$ cat config.mk
export PLATFORM = sky130hd
export DESIGN_NAME = taxi_trip_ctrl
export DESIGN_NICKNAME = d
export VERILOG_FILES = /design/src/rtl/taxi_pkg.sv /design/src/rtl/taxi_trip_ctrl_bcd_add4.sv /design/src/rtl/taxi_trip_ctrl.sv
export SDC_FILE = /design/constraint.sdc
export NUM_CORES = 1
export LEC_CHECK = 0
export BUFFER_PORTS_ARGS = -buffer_cell sky130_fd_sc_hd__buf_2
export CORE_UTILIZATION = 30
export CTS_BUF_LIST = sky130_fd_sc_hd__clkbuf_4
export DETAILED_ROUTE_END_ITERATION = 6
export PLACE_DENSITY = 0.58
export SKIP_LAST_GASP = 1
export SLEW_MARGIN = 20
export SYNTH_ARGS = -nofsm -noshare
export SYNTH_HDL_FRONTEND = slang
export SYNTH_HIERARCHICAL = 1
export SYNTH_SLANG_ARGS = --single-unit
$ cat constraint.sdc
create_clock -name clk -period 7.98 [get_ports clk]
set_input_delay 0.399 -clock clk [delete_from_list [all_inputs] [get_ports clk]]
set_output_delay 0.399 -clock clk [all_outputs]
set_load 0.01 [all_outputs]
$ cat src/rtl/taxi_pkg.sv
// Shared types and BCD fare constants for the taxi meter trip sequencer.
// Contents: trip state enum, day/night fare constants, and a single-digit
// BCD add helper used by the fare adder.
package taxi_pkg;

  typedef enum logic [2:0] {
    IDLE = 3'd0,
    RUN  = 3'd1,
    WAIT = 3'd2,
    DONE = 3'd3
  } state_e;

  // BCD fares in tenths of a yuan: {hundreds, tens, units, tenths}
  localparam logic [15:0] BASE_FARE  = 16'h0100;
  localparam logic [15:0] KM_RATE    = 16'h0020;
  localparam logic [15:0] WAIT_RATE  = 16'h0010;
  localparam logic [15:0] NIGHT_BASE = 16'h0130;
  localparam logic [15:0] NIGHT_KM   = 16'h0030;
  localparam logic [15:0] FARE_MAX   = 16'h9999;

  // One BCD digit add with carry: returns {carry_out, digit}.
  function automatic logic [4:0] bcd_digit_add(input logic [3:0] a,
                                               input logic [3:0] b,
                                               input logic       cin);
    logic [4:0] raw;
    logic [3:0] adj;
    raw = {1'b0, a} + {1'b0, b} + {4'b0000, cin};
    adj = raw[3:0] + 4'd6;
    return (raw > 5'd9) ? {1'b1, adj} : raw;
  endfunction

endpackage

$ cat src/rtl/taxi_trip_ctrl_bcd_add4.sv
// bcd_add4: 4-digit BCD adder, ripple carry between digits.
// Ports:
//   a, b : 16-bit BCD operands
//   sum  : 16-bit BCD sum (low four digits, meaningless when sat=1)
//   sat  : carry out of the top digit; caller substitutes FARE_MAX
module bcd_add4
  import taxi_pkg::*;
(
  input  logic [15:0] a,
  input  logic [15:0] b,
  output logic [15:0] sum,
  output logic        sat
);

  logic [4:0] d0_s;
  logic [4:0] d1_s;
  logic [4:0] d2_s;
  logic [4:0] d3_s;

  assign d0_s = bcd_digit_add(a[3:0],   b[3:0],   1'b0);
  assign d1_s = bcd_digit_add(a[7:4],   b[7:4],   d0_s[4]);
  assign d2_s = bcd_digit_add(a[11:8],  b[11:8],  d1_s[4]);
  assign d3_s = bcd_digit_add(a[15:12], b[15:12], d2_s[4]);

  assign sum = {d3_s[3:0], d2_s[3:0], d1_s[3:0], d0_s[3:0]};
  assign sat = d3_s[4];

endmodule

$ cat src/rtl/taxi_trip_ctrl.sv
// taxi_trip_ctrl: trip sequencer for the taxi meter.
// Tracks IDLE/RUN/WAIT/DONE, detects a stationary vehicle, drives the
// wait_time counter's enable/clear, and accumulates a 4-digit BCD fare from
// distance (wheel pulses) and chargeable wait minutes.
// Optional build macro NIGHT_RATE_EN adds input 'night' selecting night rates.
// Ports:
//   clk, reset (async active-low)
//   start_btn, end_btn, wheel_pulse, sec_tick : 1-cycle strobes
//   wait_m     : BCD minutes digit from the wait_time counter
//   wait_en    : wait_time count enable (high only in WAIT)
//   wait_rst_n : wait_time sync clear (low in IDLE and first RUN cycle)
//   fare       : BCD fare {hundreds,tens,units,tenths}
//   km         : BCD whole km, saturating at 99
//   state      : current state encoding (taxi_pkg::state_e)
module taxi_trip_ctrl
  import taxi_pkg::*;
#(
  parameter int unsigned STILL_SEC     = 3,
  parameter int unsigned FREE_KM       = 3,
  parameter int unsigned FREE_WAIT_MIN = 5
) (
  input  logic        clk,
  input  logic        reset,
  input  logic        start_btn,
  input  logic        end_btn,
  input  logic        wheel_pulse,
  input  logic        sec_tick,
`ifdef NIGHT_RATE_EN
  input  logic        night,
`endif
  input  logic [3:0]  wait_m,
  output logic        wait_en,
  output logic        wait_rst_n,
  output logic [15:0] fare,
  output logic [7:0]  km,
  output logic [2:0]  state
);

  localparam logic [3:0] STILL_MAX   = 4'(STILL_SEC);
  localparam logic [7:0] FREE_KM_BCD = 8'(FREE_KM);
  localparam logic [6:0] FREE_WAIT   = 7'(FREE_WAIT_MIN);

  state_e      state_r,  state_nxt_s;
  logic [15:0] fare_r,   fare_nxt_s;
  logic [7:0]  km_r,     km_nxt_s;
  logic [3:0]  hm_r,     hm_nxt_s;
  logic [3:0]  still_r,  still_nxt_s;
  logic [6:0]  wmin_r,   wmin_nxt_s;
  logic        first_r,  first_nxt_s;
  logic [3:0]  prev_m_r;
  logic        wait_en_r, wait_rst_n_r;

  logic        active_s, km_wrap_s, km_charge_s, minute_s, wait_charge_s;
  logic [3:0]  still_inc_s;
  logic [15:0] incr_s, sum_s, base_s, km_rate_s;
  logic        sat_s;

`ifdef NIGHT_RATE_EN
  assign base_s    = night ? NIGHT_BASE : BASE_FARE;
  assign km_rate_s = night ? NIGHT_KM   : KM_RATE;
`else
  assign base_s    = BASE_FARE;
  assign km_rate_s = KM_RATE;
`endif

  assign active_s      = (state_r == RUN) || (state_r == WAIT);
  assign km_wrap_s     = wheel_pulse && (hm_r == 4'd9);
  assign km_charge_s   = active_s && km_wrap_s && (km_r >= FREE_KM_BCD);
  // first_r marks the cycle the timer is being cleared; its minute digit is stale
  assign minute_s      = active_s && !first_r && (wait_m != prev_m_r);
  assign wait_charge_s = minute_s && (wmin_r >= FREE_WAIT);
  // Rates only occupy the tens digit and sum to at most 4, so plain binary add is valid BCD
  assign incr_s = (km_charge_s   ? km_rate_s : 16'h0000)
                + (wait_charge_s ? WAIT_RATE : 16'h0000);
  assign still_inc_s = wheel_pulse ? 4'd0 :
                       (sec_tick && (still_r != STILL_MAX)) ? still_r + 4'd1 : still_r;

  bcd_add4 u_add (
    .a   (fare_r),
    .b   (incr_s),
    .sum (sum_s),
    .sat (sat_s)
  );

  // Next-state and datapath update for the trip sequencer
  always_comb begin
    state_nxt_s = state_r;
    fare_nxt_s  = fare_r;
    km_nxt_s    = km_r;
    hm_nxt_s    = hm_r;
    still_nxt_s = still_r;
    wmin_nxt_s  = wmin_r;
    first_nxt_s = 1'b0;
    case (state_r)
      IDLE, DONE: begin
        if (start_btn) begin
          state_nxt_s = RUN;
          fare_nxt_s  = base_s;
          km_nxt_s    = 8'h00;
          hm_nxt_s    = 4'd0;
          still_nxt_s = 4'd0;
          wmin_nxt_s  = 7'd0;
          first_nxt_s = 1'b1;
        end else begin
          state_nxt_s = state_r;
        end
      end
      RUN, WAIT: begin
        if (end_btn) begin
          state_nxt_s = DONE;
        end else begin
          fare_nxt_s  = sat_s ? FARE_MAX : sum_s;
          still_nxt_s = still_inc_s;
          if (wheel_pulse) begin
            hm_nxt_s = km_wrap_s ? 4'd0 : hm_r + 4'd1;
          end else begin
            hm_nxt_s = hm_r;
          end
          if (km_wrap_s && (km_r != 8'h99)) begin
            km_nxt_s = (km_r[3:0] == 4'd9) ? {km_r[7:4] + 4'd1, 4'd0} : km_r + 8'd1;
          end else begin
            km_nxt_s = km_r;
          end
          if (minute_s && (wmin_r != 7'd99)) begin
            wmin_nxt_s = wmin_r + 7'd1;
          end else begin
            wmin_nxt_s = wmin_r;
          end
          if (state_r == RUN) begin
            state_nxt_s = (still_inc_s == STILL_MAX) ? WAIT : RUN;
          end else begin
            state_nxt_s = wheel_pulse ? RUN : WAIT;
          end
        end
      end
      default: state_nxt_s = IDLE;
    endcase
  end

  // State, datapath and registered timer-control outputs
  always_ff @(posedge clk or negedge reset) begin
    if (!reset) begin
      state_r      <= IDLE;
      fare_r       <= 16'h0000;
      km_r         <= 8'h00;
      hm_r         <= 4'd0;
      still_r      <= 4'd0;
      wmin_r       <= 7'd0;
      first_r      <= 1'b0;
      prev_m_r     <= 4'd0;
      wait_en_r    <= 1'b0;
      wait_rst_n_r <= 1'b0;
    end else begin
      state_r      <= state_nxt_s;
      fare_r       <= fare_nxt_s;
      km_r         <= km_nxt_s;
      hm_r         <= hm_nxt_s;
      still_r      <= still_nxt_s;
      wmin_r       <= wmin_nxt_s;
      first_r      <= first_nxt_s;
      prev_m_r     <= wait_m;
      wait_en_r    <= (state_nxt_s == WAIT);
      wait_rst_n_r <= !((state_nxt_s == IDLE) || ((state_nxt_s == RUN) && first_nxt_s));
    end
  end

  assign wait_en    = wait_en_r;
  assign wait_rst_n = wait_rst_n_r;
  assign fare       = fare_r;
  assign km         = km_r;
  assign state      = state_r;

endmodule

Word-level counts from Yosys, hierarchy flattened:

Index checks and enable logic that the tools add are counted.

* muxes and demuxes: 36
* reductions and logical operators: 23
* equality and inequality tests: 17
* add/sub/neg operators: 17
* magnitude comparators: 6

Operator list (count)
* $mux W16: 3
* $mux W8: 4
* $pmux W16 S2: 1
* $mux W4: 7
* $mux W5: 5
* $mux W7: 3
* $gt A5 B4 Y1 const B: 4
* $add A4 B3 Y4 const B: 4
* $pmux W4 S2: 2
* $pmux W8 S2: 1
* $add A5 B1 Y5: 3
* $pmux W7 S2: 1
* $add A4 B1 Y4 const B: 3
* $reduce_and A4 Y1: 3
* $add A4 B1 Y5 const B: 2
* $logic_and A1 B1 Y1: 10
* $ne A2 B2 Y1 const B: 5
* $eq A3 B2 Y1 const B: 3
* $add A8 B1 Y8 const B: 1
* $eq A4 B4 Y1 const B: 2
* $ge A8 B2 Y1 const B: 1
* $mux W2: 4
* $ne A8 B8 Y1 const B: 1
* $add A6 B5 Y7: 1
* 19 further kinds: 25

* logic and storage cells: 109
* output and inout port bits: 29
* register bits: 49

Logic depth before layout (Yosys ltp):

Gate-level depths: netlist of the first run.

* depth in word-level cells: 22
* gate-level depth with buffers: 36

Hierarchy:

The synthesis of the first run kept the hierarchy.

By module, submodules not included
* taxi_trip_ctrl: times used 1, cells each 259, area an instance 2716.4 um^2
* bcd_add4: times used 1, cells each 112, area an instance 962.2 um^2

Worst setup path after synthesis of the first run:

No wires, ideal clock.

* path kind: register -> register
* start point: register fare_r[1] (netlist: fare[1])
* end point: register fare_r[6] (netlist: fare[6])
* data required time: 7.859 ns
* setup slack: 0.524 ns
* cell stages (with the launch flop): 33
* arrival time: 7.335 ns
* path through: dfrtp_1 inv_1 fa_1 ha_1 a32o_1 o311ai_4 inv_1 fa_1 inv_1 fa_1 inv_1 ha_1 nand2b_1 a22o_1 o31a_1 fa_1 inv_1 fa_1 inv_1 ha_1 a22o_1 o31a_1 inv_1 fa_1 fa_1 xnor2_1 ha_1 nor2b_1 a31o_1 o31ai_4 clkbuf_1 nor2_1 a22o_1

* word-level cells in the longest chain between the ends: 15
* elaborated cells between the ends (all ways): 16

Ends and longest elaborated chain
* start, declared: line taxi_trip_ctrl.sv:44 `logic [15:0] fare_r, fare_nxt_s;`
* start signal, assigned: line taxi_trip_ctrl.sv:155 `fare_r <= fare_nxt_s;`
* $add A4 B4 Y5 *: line taxi_pkg.sv:27 `raw = {1'b0, a} + {1'b0, b} + {4'b0000, cin};`
* $gt A5 B4 Y1: line taxi_pkg.sv:29 `return (raw > 5'd9) ? {1'b1, adj} : raw;`
* $mux W5 *: line taxi_pkg.sv:29
* $add A5 B1 Y5 *: line taxi_pkg.sv:27
* $gt A5 B4 Y1: line taxi_pkg.sv:29
* $mux W5 *: line taxi_pkg.sv:29
* $add A5 B1 Y5 *: line taxi_pkg.sv:27
* $gt A5 B4 Y1: line taxi_pkg.sv:29
* $mux W5 *: line taxi_pkg.sv:29
* $add A5 B1 Y5 *: line taxi_pkg.sv:27
* $gt A5 B4 Y1: line taxi_pkg.sv:29
* $mux W5 *: line taxi_pkg.sv:29
* net sat_s: line taxi_trip_ctrl.sv:56 `logic sat_s;`
* $mux W16 *: line taxi_trip_ctrl.sv:112 `fare_nxt_s = sat_s ? FARE_MAX : sum_s;`
* $mux W16 *: line taxi_trip_ctrl.sv:109 `if (end_btn) begin`
* $pmux W16 S2 *: line taxi_trip_ctrl.sv:94 `case (state_r)`

The timed path passes the listed nets; every way through them passes the cells marked *. The select of a mux whose other input is x is not followed.
A chain may end at the register's enable or synchronous reset.

Worst setup path after layout of the first run:

* start point: register fare_r[1] (netlist: fare[1])
* end point: register fare_r[0] (netlist: fare[0])

Same word-level chain as after synthesis.

==> results.md, run 1 <==
- Status: finished, final reports clean
- Setup ws final: 0.328 ns
- Chip Width: roughly 110 um
- Worst R2R Setup Slack: 0.33 ns
- Setup TNS: 0 ns
- Skew final: 0.0128 ns
- Crit-path slowest cell: fa_2
- Height of the die: around 110 um
- IR drop worst, VDD: 0.157 mV
- Fin. max-slew vios: 0
- CTS tree: built
- Number of nets in the layout: 480
- Total Wirelength: between 8000 and 9000 um
- Seq pwr share: between 20% and 30%
- Fill count: 1208
- Cell family with most CP delay: adder cells
- Setup violations, final: 0
- MaxCap Viol Count: 0
- First-pass GRT wire length: ~14000 um
- Cell Pwr Density: 360 nW/um2
- Final Hold Viols: 0
- Worst skew pair latency: approximately 0.38 ns
- Routed Antenna Nets: 0
- Share of synthesized area occupied by flip-flops and latches: ~33%
- Initial antenna violation count: 0
- Proportion of netlist area held by the largest area contributor: roughly 33%
- Tightest Hold Check Type: input pin to asynchronous set/reset pin
- GPL Wtd Cong: about 0.74
- DP HPWL: between 5000 and 6000 um
- Mapped Area: between 3000 and 4000 um2
- Synth unique cells: 73
- Number of detailed-route iterations in the first pass: 6
- Design Area, Final: ~4300 um2
- Most common flop cell mapped by yosys: dfrtp_1
- DR WL/cell: roughly 14 um
- I/O Pins: 39
- Synth area leaders: dfrtp_1 (33%), ha_1 (11%), mux2i_1 (4.6%)
- Cell leakage power: 2.00 nW
- Asr flop ratio synth: between 90% and 100%
- Share of layout cells above drive strength 1: 20.1%
- Synthesized flop and latch total: between 40 and 50
- Final period util: 95.9%
- Remaining global-route overflow: 0
- Net Sw Power: approximately 0.00068 W
- Clock sink count: slightly below 50
- WP data arrival: 7.97 ns
- WS Path Type: flop to flop
- Die Area: about 13000 um2
- Post-CTS Hold Fix Bufs: 0
- Remaining DRCs: 0
- Slew HR: between 20% and 30%
- Cell Rows: 40
- Largest net degree at the start of global routing: 50
- Area after DPL: slightly above 4000 um2
- Ant. Diodes: 0
- Reg2reg end: fare[0]$_DFFE_PN0P_
- Req. time, crit path: between 8 and 9 ns
- CTS Buf Count: 5
- Initial DRC count: approximately 160
- Buffers added on ports: 38
- Int Pwr: ~0.00086 W
- Vias/cell: 5.18
- CTS root buf: clkbuf_4
- Gr usage total: 13.6%
- Longest Clk Path Bufs: 2
- Worst r2r path cells: 33
- Switch share: approximately 44%
- Most Frequent Cell on Critical Path: inv_1
- Clk slew on worst S/H paths: ~0.15 ns
- Worst Setup End Kind: flop
- CP Max Fanout: 6
- Yosys warnings: 6
- Reg-to-reg startpoint: fare[1]$_DFFE_PN0P_
- Slew @ Worst Pin: ~1.1 ns
- Number of synthesized flops with an enable pin: 0
- Vias in the first global route: 2990
- Syn_area_per_cell: slightly below 10 um2
- Area grow syn2layout: 16.1%
- Synth area leader: dfrtp_1
- Power share of the clock group: 10.1%
- Pre-CTS WS: about 0.095 ns
- Number of cells produced by synthesis: 371
- Logic pwr share: about two thirds
- Vias: 3002
- CP Launch Type: flop
- Final min period: about 7.7 ns
- Starting Density: a little under a third
- CP Launch Point: fare[1]$_DFFE_PN0P_
- Core footprint: 12000 um2
- FMAX: ~130 MHz
- CP Buf/Inv Count: 10
- H-tree levels: 2
- Worst path max stage delay: roughly 0.54 ns
- Final design utilization: between 30 and 40%
## synth_stat cells (all sizes together) (4+ instances only)
master   number
a21o          4
and3          4
or3           4
a21oi        21
a31oi         4
o31a          4
a211oi        5
xnor2        13
nand2b        9
fa            7
ha           31
a2111oi       4
inv          29
mux2          4
nor2b         7
nor3         14
buf           9
nand3b        4
o31ai         4
a22o         13
nor2         22
nor4          6
mux2i        18
dfrtp        49
nand2        26
nand3        10
## area by class of cell
cell class / instances / area, um2 / area share (%)
Inverter: 29 / 109 / 2.55
Tap cell: 147 / 184 / 4.31
Clock buffer: 6 / 45.0 / 1.06
Timing Repair Buffer: 48 / 273 / 6.39
Sequential cell: 49 / 1230 / 28.7
Clock inverter: 2 / 33.8 / 0.791
Multi-Input combinational cell: 299 / 2400 / 56.2
## state kept, by name, summed over array words and instances, names as in the netlist, 3 cells and up
signal,flops
wmin_r,7
prev_m_r,4
km,8
hm_r,4
state,3
fare,16
still_r,4
## layout by cell type, fill, tap and decap left out, types with 10 or more instances in the layout
master,netlist,routed
a21oi_1,20,20
a22o_1,13,13
buf_2,4,38
conb_1,1,18
dfrtp_1,49,49
ha_1,31,29
inv_1,29,29
mux2i_1,17,17
nand2_1,25,25
nand3_1,10,10
nor2_1,20,19
nor3_1,14,14
xnor2_1,12,11
## per-stage QoR
stage | hold slack, ns | total power (W) | instances
final | 0.105 | 0.00154 | 580
after global routing | 0.112 | 0.00167 | 580
after CTS | 0.122 | 0.00142 | 574
after detailed placement | 0.518 | 0.00126 | 566
after global placement | 0.516 | 0.00123 | 566
after floorplan | 0.103 | 0.00105 | 388
## routing by layer
metal  part of all wire [%]  GRT usage [%]
met1                     49           18.5
met2                     47           22.7
met3                    3.3           2.46
met4                   0.70           3.02
met5                      0              0
## timing repair
| action | in CTS | in global routing |
|---|---|---|
| setup buffers | 0 | 6 |
| setup endpoints to repair | 0 | 16 |
| gates resized for setup | 0 | 15 |
## cell families (layout without fill, tap and decap cells)
group	after synthesis	after routing	share of synthesized area, %
compound gates	84	84	18.7
mux	22	22	6.22
flops	49	49	33.3
simple gates	123	123	18.8
fa+ha+maj	38	38	14.4
other cells	1	18	0.102
buf+inv	40	85	4.93
xor+xnor	14	14	3.54
## how the worst max path moves through the flow
stage               slack (ns)  depth (start not counted)                   end
finish                    0.33                         33   fare[0]$_DFFE_PN0P_
CTS                       0.07                         32   fare[1]$_DFFE_PN0P_
floorplan                 0.52                         32   fare[6]$_DFFE_PN0P_
detailed placement         0.1                         32  fare[14]$_DFFE_PN0P_
global route             -0.04                         34   fare[0]$_DFFE_PN0P_
global placement          0.42                         31   fare[2]$_DFFE_PN0P_
## power by group through the flow
| stage | logic, W | registers [W] | clock network [W] |
|---|---|---|---|
| global route | 0.00112 | 0.000375 | 0.000169 |
| detailed placement | 0.000886 | 0.000370 | 0 |
| global placement | 0.000860 | 0.000369 | 0 |
| floorplan | 0.000673 | 0.000373 | 0 |
| CTS | 0.000893 | 0.000366 | 0.000162 |
| finish | 0.00102 | 0.000365 | 0.000155 |
No activity file was read; power rests on OpenSTA's default activity.
==> inputs of run 2 (changes only) <==
- clock period: 7.98 -> 7.1 ns (I/O delays scaled with it)
==> results.md, run 2 (same netlist as run 1, synthesis figures left out) <==
- CP Launch Type: flop (unchanged)
- Reg2reg end: fare[1]$_DFFE_PN0P_ (was fare[0]$_DFFE_PN0P_)
- Net Sw Power: 0.000875 W (was 0.000676 W)
- Skew final: 0.0161 ns (was 0.0128 ns)
- Vias: 3064 (was 3002)
- Routed Antenna Nets: 0 (unchanged)
- Height of the die: 113 um (unchanged)
- Slew HR: 55.3% (was 26.7%)
- Int Pwr: 0.00116 W (was 0.000860 W)
- Cell Pwr Density: 448 nW/um2 (was 360 nW/um2)
- Dpl cells: 580 (was 566)
- IR drop worst, VDD: 0.329 mV (was 0.157 mV)
- Worst R2R Setup Slack: 0.02 ns (was 0.33 ns)
- Final period util: 99.7% (was 95.9%)
- Worst path max stage delay: 0.47 ns (was 0.54 ns)
- Switch share: 43.0% (was 44.0%)
- Buffers added on ports: 38 (unchanged)
- I/O Pins: 39 (unchanged)
- Req. time, crit path: 7.39 ns (was 8.30 ns)
- Vias in the first global route: 3038 (was 2990)
- Fin. max-slew vios: 0 (unchanged)
- CTS Buf Count: 5 (unchanged)
- Worst skew pair latency: 0.38 ns (about the same)
- Setup ws final: 0.0200 ns (was 0.328 ns)
- Cell leakage power: 2.11 nW (was 2.00 nW)
- MaxCap Viol Count: 0 (unchanged)
- CP Max Fanout: 8 (was 6)
- WS Path Type: flop to flop (unchanged)
- Initial DRC count: 122 (was 161)
- Final Hold Viols: 0 (unchanged)
- Starting Density: 30.8% (unchanged)
- Commonest non-fill, non-tap cell in the layout: dfrtp_1 (unchanged)
- Largest net degree at the start of global routing: 50 (unchanged)
- Area grow syn2layout: 23.5% (was 16.1%)
- Remaining DRCs: 0 (unchanged)
- Logic pwr share: 73.6% (was 66.1%)
- Cell family with most CP delay: adder cells (unchanged)
- Most frequent cells in the layout: dfrtp_1 (49), buf_2 (38), buf_4 (29) (was dfrtp_1 (49), buf_2 (38), inv_1 (29), ha_1 (29), nand2_1 (25))
- Die Area: 12700 um2 (unchanged)
- Longest Clk Path Bufs: 2 (unchanged)
- GPL Wtd Cong: 0.833 (was 0.745)
- DP HPWL: 6180 um (was 5970 um)
- Chip Width: 113 um (unchanged)
- Non-filler cells, final: 601 (was 580)
- WP data arrival: 7.37 ns (was 7.97 ns)
- Setup TNS: 0 ns (unchanged)
- CP Buf/Inv Count: 7 (was 10)
- CTS root buf: clkbuf_4 (unchanged)
- Final min period: 7.08 ns (was 7.65 ns)
- Seq pwr share: 20.0% (was 23.8%)
- H-tree levels: 2 (unchanged)
- Footprint of the multi-input gates: 2530 um2 (was 2400 um2)
- Ant. Diodes: 0 (unchanged)
- Worst Setup End Kind: flop (unchanged)
- Sequential cell area: 1230 um2 (unchanged)
- Slew @ Worst Pin: 0.671 ns (was 1.08 ns)
- RSZ-0062 raised after global routing: true
- Vias/cell: 5.10 (was 5.18)
- Initial antenna violation count: 0 (unchanged)
- Share of layout cells above drive strength 1: 29.1% (was 20.1%)
- Gr usage total: 14.4% (was 13.6%)
- Cell Rows: 40 (unchanged)
- Hold slack: 0.0838 ns (was 0.105 ns)
- Status: finished, final reports clean (unchanged)
- Total Wirelength: 8760 um (was 8380 um)
- Reg-to-reg startpoint: fare[2]$_DFFE_PN0P_ (was fare[1]$_DFFE_PN0P_)
- FMAX: 141 MHz (was 131 MHz)
- Clk slew on worst S/H paths: 0.15 ns (about the same)
- Fill count: 1196 (was 1208)
- Number of detailed-route iterations in the first pass: 4 (was 6)
- Power share of the clock group: 6.4% (was 10.1%)
- DR WL/cell: 14.6 um (was 14.4 um)
- Tightest Hold Check Type: input pin to asynchronous set/reset pin (unchanged)
- Core footprint: 12000 um2 (unchanged)
- First-pass GRT wire length: 14600 um (was 14100 um)
- Pre-CTS WS: -0.279 ns (was 0.0951 ns)
- Clock sink count: 49 (unchanged)
- Number of nets in the layout: 502 (was 480)
- CTS tree: built (unchanged)
- Worst r2r path cells: 33 (unchanged)
- Remaining global-route overflow: 0 (unchanged)
- Total power: 0.00203 W (was 0.00154 W)
- Setup violations, final: 0 (unchanged)
- Crit-path slowest cell: fa_2 (unchanged)
- Max reg flops: 16 (unchanged)
[run 2: routing by layer]
metal / global-route usage [%] / up-vias / wire [um]
met3: 2.30 / 11 / 352
met5: 0 / - / 0
li1: - / 1491 / -
met1: 18.1 / 1503 / 3890
met2: 25.3 / 59 / 4390
met4: 4.18 / 0 / 125
[run 2: repair_timing]
| item | CTS | global route |
|---|---|---|
| setup buffers | 6 | 7 |
| endpoints found under the setup margin | 16 | 16 |
| pin swaps | 13 | 26 |
| resized for setup | 22 | 20 |
| hold buffers | 0 | 0 |
| cloned | 1 | 0 |
[run 2: metrics by stage]
step	utilization [%]	area [um2]
finish	38.0	4540
floorplan	-	3790
detailed placement	35.3	4220
global placement	35.3	4220
CTS	36.7	4390
global route	38.0	4540
[run 2: worst max-delay path by stage]
stage,end,cells after the start,start,slack (ns)
final,fare[1]$_DFFE_PN0P_,33,fare[2]$_DFFE_PN0P_,0.02
after global placement,fare[15]$_DFFE_PN0P_,33,fare[2]$_DFFE_PN0P_,0.02
after global routing,fare[1]$_DFFE_PN0P_,33,fare[2]$_DFFE_PN0P_,-0.25
after CTS,fare[14]$_DFFE_PN0P_,32,fare[1]$_DFFE_PN0P_,-0.008
after floorplan,fare[10]$_DFFE_PN0P_,29,fare[1]$_DFFE_PN0P_,0.33
after detailed placement,fare[14]$_DFFE_PN0P_,33,fare[2]$_DFFE_PN0P_,-0.28
[run 2: final cells by class]
class	count	share of cell area, %
multi-input combinational	299	55.8
sequential	49	27.0
timing repair buffer	70	9.72
tap	147	4.05
inverter	29	2.40
clock buffer	6	0.991
clock inverter	1	0.0826
[run 2: power groups by stage]
| stage | Combinational (W) | Clock (W) | Sequential [W] |
|---|---|---|---|
| after floorplan | 0.000792 | 0 | 0.000421 |
| after global placement | 0.00106 | 0 | 0.000410 |
| after detailed placement | 0.00110 | 0 | 0.000413 |
| after CTS | 0.00125 | 0.000140 | 0.000408 |
| after global routing | 0.00164 | 0.000148 | 0.000420 |
| final | 0.00150 | 0.000130 | 0.000408 |
